### config.mk
export PLATFORM = sky130hd
export DESIGN_NAME = operand_stream_sequencer
export DESIGN_NICKNAME = d
export VERILOG_FILES = /design/src/rtl/operand_stream_sequencer_pkg.sv /design/src/rtl/operand_stream_sequencer_byte_deserializer.sv /design/src/rtl/operand_stream_sequencer.sv
export SDC_FILE = /design/constraint.sdc
export NUM_CORES = 1
export LEC_CHECK = 0
export BUFFER_PORTS_ARGS = -buffer_cell sky130_fd_sc_hd__buf_2
export CAP_MARGIN = 20
export CORE_ASPECT_RATIO = 0.8
export CORE_MARGIN = 2
export CORE_UTILIZATION = 50
export CTS_BUF_LIST = sky130_fd_sc_hd__clkbuf_2 sky130_fd_sc_hd__clkbuf_4 sky130_fd_sc_hd__clkbuf_8
export DETAILED_ROUTE_END_ITERATION = 6
export GPL_TIMING_DRIVEN = 0
export HOLD_SLACK_MARGIN = 0.05
export PLACE_DENSITY = 0.79
export RECOVER_POWER = 100
export SKIP_LAST_GASP = 1
export SYNTH_ARGS = -nofsm -noshare
export SYNTH_HDL_FRONTEND = slang
export SYNTH_SLANG_ARGS = --single-unit
### constraint.sdc
create_clock -name clk -period 2.5 [get_ports clk]
set_input_delay 0.375 -clock clk [delete_from_list [all_inputs] [get_ports clk]]
set_output_delay 0.375 -clock clk [all_outputs]
set_load 0.02 [all_outputs]
### src/rtl/operand_stream_sequencer_pkg.sv
// Shared types and sizing helpers for the operand stream sequencer.
// Byte counts come from log2 parameters. Index widths never drop below 1 bit.
package operand_stream_sequencer_pkg;

  typedef enum logic [1:0] {
    LOAD   = 2'd0,
    EXEC   = 2'd1,
    UNLOAD = 2'd2
  } seq_state_e;

  // EXEC_CYCLES is limited to 1..15, so 4 bits are enough for the counter.
  localparam int EXEC_CNT_W = 4;

  function automatic int bytes_from_log2(input int log2_bytes);
    return 1 << log2_bytes;
  endfunction

  function automatic int idx_width(input int log2_bytes);
    return (log2_bytes > 0) ? log2_bytes : 1;
  endfunction

endpackage

### src/rtl/operand_stream_sequencer_byte_deserializer.sv
// Auto-indexed byte-write register. It accepts one byte per valid/ready handshake.
// It strobes done on the write that fills the last byte. clear rewinds the index but keeps the word.
module byte_deserializer
  import operand_stream_sequencer_pkg::*;
#(
  parameter  int LOG2_BYTES = 3,
  localparam int NB         = bytes_from_log2(LOG2_BYTES),
  localparam int IW         = idx_width(LOG2_BYTES)
) (
  input  logic            clk,
  input  logic            rst,
  input  logic            clear,
  input  logic            enable,
  input  logic [7:0]      in_data,
  input  logic            in_valid,
  output logic            in_ready,
  output logic [NB*8-1:0] word,
  output logic [IW-1:0]   idx,
  output logic            done
);

  logic [IW-1:0]   idx_reg;
  logic [NB*8-1:0] word_reg;
  logic            wr_en;

  assign in_ready = enable;
  // A clear in the same cycle drops the byte instead of writing it.
  assign wr_en    = enable && in_valid && !clear;
  assign done     = wr_en && (idx_reg == IW'(NB - 1));
  assign word     = word_reg;
  assign idx      = idx_reg;

  always_ff @(posedge clk) begin
    if (rst || clear) begin
      idx_reg <= '0;
    end else if (wr_en) begin
      idx_reg <= done ? '0 : idx_reg + 1'b1;
    end
  end

  for (genvar gi = 0; gi < NB; gi++) begin : g_byte
    always_ff @(posedge clk) begin
      if (rst) begin
        word_reg[gi*8 +: 8] <= 8'h00;
      end else if (wr_en && idx_reg == IW'(gi)) begin
        word_reg[gi*8 +: 8] <= in_data;
      end
    end
  end

endmodule

### src/rtl/operand_stream_sequencer.sv
// Byte-serial front end for the two-operand datapath. It assembles x and y from an input stream,
// pulses op_start, waits EXEC_CYCLES, captures res_data and streams the result bytes out LSB first.
module operand_stream_sequencer
  import operand_stream_sequencer_pkg::*;
#(
  parameter int LOG2_BYTES_IN  = 3,
  parameter int LOG2_BYTES_OUT = 2,
  parameter int EXEC_CYCLES    = 1
) (
  input  logic                            clk,
  input  logic                            rst,
  input  logic [7:0]                      in_data,
  input  logic                            in_valid,
  output logic                            in_ready,
  output logic [7:0]                      out_data,
  output logic                            out_valid,
  input  logic                            out_ready,
  input  logic                            flush,
  output logic [(4<<LOG2_BYTES_IN)-1:0]   op_x,
  output logic [(4<<LOG2_BYTES_IN)-1:0]   op_y,
  output logic                            op_start,
  input  logic [(8<<LOG2_BYTES_OUT)-1:0]  res_data,
  output logic                            busy
);

  localparam int BYTES_IN  = bytes_from_log2(LOG2_BYTES_IN);
  localparam int BYTES_OUT = bytes_from_log2(LOG2_BYTES_OUT);
  localparam int IN_IW     = idx_width(LOG2_BYTES_IN);
  localparam int OUT_IW    = idx_width(LOG2_BYTES_OUT);

  seq_state_e                state_reg, state_next;
  logic [EXEC_CNT_W-1:0]     exec_cnt_reg, exec_cnt_next;
  logic [OUT_IW-1:0]         out_idx_reg, out_idx_next;
  logic [BYTES_OUT*8-1:0]    result_reg;
  logic                      capture;
  logic [BYTES_IN*8-1:0]     operand;
  logic [IN_IW-1:0]          in_idx;
  logic                      load_done;
  logic [7:0]                res_bytes [BYTES_OUT];

  byte_deserializer #(
    .LOG2_BYTES (LOG2_BYTES_IN)
  ) u_deser (
    .clk      (clk),
    .rst      (rst),
    .clear    (flush),
    .enable   (state_reg == LOAD),
    .in_data  (in_data),
    .in_valid (in_valid),
    .in_ready (in_ready),
    .word     (operand),
    .idx      (in_idx),
    .done     (load_done)
  );

  assign op_x = operand[BYTES_IN*4-1:0];
  assign op_y = operand[BYTES_IN*8-1:BYTES_IN*4];

  for (genvar gi = 0; gi < BYTES_OUT; gi++) begin : g_res_byte
    assign res_bytes[gi] = result_reg[gi*8 +: 8];
  end

  assign out_data = res_bytes[out_idx_reg];
  assign busy     = (state_reg != LOAD) || (in_idx != '0);

  always_ff @(posedge clk) begin
    if (rst) begin
      state_reg    <= LOAD;
      exec_cnt_reg <= '0;
      out_idx_reg  <= '0;
      result_reg   <= '0;
    end else begin
      state_reg    <= state_next;
      exec_cnt_reg <= exec_cnt_next;
      out_idx_reg  <= out_idx_next;
      if (capture) begin
        result_reg <= res_data;
      end
    end
  end

  always_comb begin
    state_next    = state_reg;
    exec_cnt_next = exec_cnt_reg;
    out_idx_next  = out_idx_reg;
    capture       = 1'b0;
    op_start      = 1'b0;
    out_valid     = 1'b0;
    case (state_reg)
      LOAD: begin
        if (load_done) begin
          state_next    = EXEC;
          exec_cnt_next = EXEC_CNT_W'(EXEC_CYCLES);
        end
      end
      EXEC: begin
        // The counter still holds its load value only in the first EXEC cycle.
        op_start      = (exec_cnt_reg == EXEC_CNT_W'(EXEC_CYCLES));
        exec_cnt_next = exec_cnt_reg - 1'b1;
        if (exec_cnt_reg == EXEC_CNT_W'(1)) begin
          capture    = 1'b1;
          state_next = UNLOAD;
        end
      end
      UNLOAD: begin
        out_valid = 1'b1;
        if (out_ready) begin
          if (out_idx_reg == OUT_IW'(BYTES_OUT - 1)) begin
            out_idx_next = '0;
            state_next   = LOAD;
          end else begin
            out_idx_next = out_idx_reg + 1'b1;
          end
        end
      end
      default: state_next = LOAD;
    endcase
    // flush aborts the operation but keeps the operand and result registers.
    if (flush) begin
      state_next    = LOAD;
      exec_cnt_next = '0;
      out_idx_next  = '0;
      capture       = 1'b0;
    end
  end

endmodule

==> summary.txt <==
Status - finished, violations left
Failing checks - DRC
Iteration-0 DRC Markers - 196
Hold buffer count at CTS - 0
Yosys top cell by area - dfxtp_1
Logic gate share of total power - 6.6%
Seq/Total Area, Yosys - 45.0%
Yosys reg bits - 107
Final Max Tran Viols - 0
Max FFs per register - 64
Critical Path RT - 2120 ps
Net count after synthesis - 511
Largest net degree at the start of global routing - 16
Avg Cell Area, Syn - 10.4 um^2
Die Span Y - 91.3 um
DP Wirelength - 8.87 mm
Clock skew - 6.70 ps
Combinational family with the most area after synthesis - simple AND/OR/NAND/NOR gates
Final Hold Viols - 0
Global-route wire length before repair - 19.0 mm
Initial antenna violation count - 0
Area Growth Syn to Fin - 16.9%
FP Rows - 31
Compound-Gate Fraction of Synth Area - 3.78%
XOR/XNOR Fraction of Synth Area - 0%
GPL Wtd Cong - 0.858
Global route overflow - 0
Share of cells above drive strength 1 - 12.4%
Detailed Route WL - 11.9 mm
CP Class - reg -> out
Fin nets - 642
Tightest Pin Transition - 557 ps
Worst hold path class - in -> reg
Multiplexer area fraction after synthesis - 22.3%
Clk buf depth - 2
# setup viols final - 0
Top-count cell post-synth - nand2b_1
Via density - 5.28
CP Capture Type - output port
Slew Limit Headroom - 62.4%
Startpoint Class - flop
Setup bufs post-CTS - 0
Clk pwr share - 35.1%
Yosys top cell area share - 45.0%
Synth top area cells - dfxtp_1 (45%), mux2i_1 (18%), nand2b_1 (17%), mux4_2 (3.8%), ha_1 (2.4%)
Fill count - 795
Worst skew pair latency - 360 ps
FF-to-FF Start - state_reg[0]$_SDFFE_PP0P_
Clk root buf - clkbuf_8
Post-synth ARST share - 0%
Io pins - 121
Int Power - 2.28 mW
Sw Ratio - 22.4%
WL/cell - 16.8 um
Die X-Extent - 113 um
Vias post-DR - 3731
Total GRT Usage - 23.6%
CTS tree - done
Adder-Cell Fraction of Synth Area - 2.36%
VDD IR max - 0.000326 V
Leak - 2.29 nW
P_sw - 661 uW
Crit Path Max Fanout - 10
N_diodes - 0
Final ANT Viol Nets - 0
Setup crit start - out_idx_reg[0]$_SDFFE_PP0P_
Ys flop type - dfxtp_1
Pre-antenna DRT Iters - 6
Post-Synth Simple-Gate Area - 23.2%
DRC Markers - 8
Initial Utilization - 52.1%
Fin Hold WS - 264 ps
RSZ-0062 raised after global routing - false
Worst-path clk slew - 90 ps
Pwr per Cell Area - 529 mW/mm^2
Clock tree sinks - 107
CORE AREA - 0.00915 mm^2
Max-cap violations - 0
Vias in the first global route - 3846
Die ar. - 0.0103 mm^2
Min-delay src - res_data[7]
Port Buffers - 120
Unique masters post-synth - 35
Final min period - 2180 ps
Htree depth - 3
Sequential share of power - 58.3%
Max Fclk - 459 MHz
Synth cell count leaders - nand2b_1 (131), dfxtp_1 (107), mux2i_1 (88), clkbuf_1 (21), nand2_1 (15)
Synth Cell Area - 0.00476 mm^2
WP data arrival - 1810 ps
Post-synth EDFFs - 0
Setup TNS - 0 ps
Synth Warn # - 0
Mapped Cells - 457
TritonCTS buffer count - 9
CTS resizes - 0
Final period util - 87.2%
## power groups by stage
stage	clock, mW	combinational (mW)	sequential (mW)
final	1.03	0.195	1.72
after global routing	1.12	0.212	1.72
after CTS	1.05	0.198	1.72
after detailed placement	0	0.197	1.76
after global placement	0	0.195	1.76
after floorplan	0	0.101	1.77
## worst max-delay path, cell delays in order, from the launching register on
cell and delay, ps:
dfxtp_1 340, clkbuf_2 330, mux4_2 580, clkbuf_1 190
## area by class of cell
| class | count | area [um^2] | share of cell area (%) |
|---|---|---|---|
| multi-input combinational | 315 | 2450 | 43.9 |
| sequential | 107 | 2140 | 38.5 |
| timing repair buffer | 120 | 507 | 9.10 |
| clock buffer | 11 | 145 | 2.61 |
| tap | 115 | 144 | 2.58 |
| buffer | 29 | 121 | 2.18 |
| clock inverter | 3 | 40.0 | 0.719 |
| inverter | 6 | 22.5 | 0.404 |
## layer usage
metal	track usage [%]	wire length, um	up-vias
li1	-	-	1809
met1	30.4	5460	1811
met2	38.4	5580	101
met3	6.81	683	10
met4	7.01	160	0
met5	0	0	-
## stage by stage
step | utilization [%] | power, mW | cell area [um^2] | setup slack (ps) | std cells
after floorplan | - | 1.87 | 4760 | 901 | 457
after global placement | 60.2 | 1.95 | 5510 | 589 | 692
after detailed placement | 60.2 | 1.95 | 5510 | 557 | 692
after CTS | 62.2 | 2.97 | 5690 | 340 | 706
after global routing | 60.8 | 3.05 | 5570 | 177 | 706
final | 60.8 | 2.94 | 5570 | 320 | 706
## worst paths after layout
check                                 to  slack (ps)  cells past startpoint
max                          out_data[2]         320                      3
min reg2reg  result_reg[11]$_SDFFE_PP0P_         480                      2
min           result_reg[7]$_SDFFE_PP0P_         260                      3
max reg2reg  result_reg[13]$_SDFFE_PP0P_         390                      6
## layout by cell type (no fill, tap or decap), drive strengths merged, types with 2 or more instances in the layout
| cell type | instances |
|---|---|
| clkbuf | 114 |
| ha | 9 |
| a21oi | 14 |
| o21ai | 9 |
| dfxtp | 107 |
| inv | 6 |
| mux4 | 8 |
| nand2 | 15 |
| nor2b | 2 |
| clkinv | 2 |
| and4bb | 2 |
| nor3 | 2 |
| nand3 | 11 |
| mux2i | 88 |
| a41o | 2 |
| buf | 46 |
| nor2 | 4 |
| nand2b | 131 |
| or3 | 4 |
| a211oi | 2 |
| and2 | 2 |
## kinds of logic after synthesis
logic type               Yosys count
adder cells (fa/ha/maj)            9
flip-flops                       107
AND/OR/NAND/NOR                  179
multiplexers                      96
buffers and inverters             35
AO/OA/AOI/OAI                     31
Power figures use the tool's default switching activity.
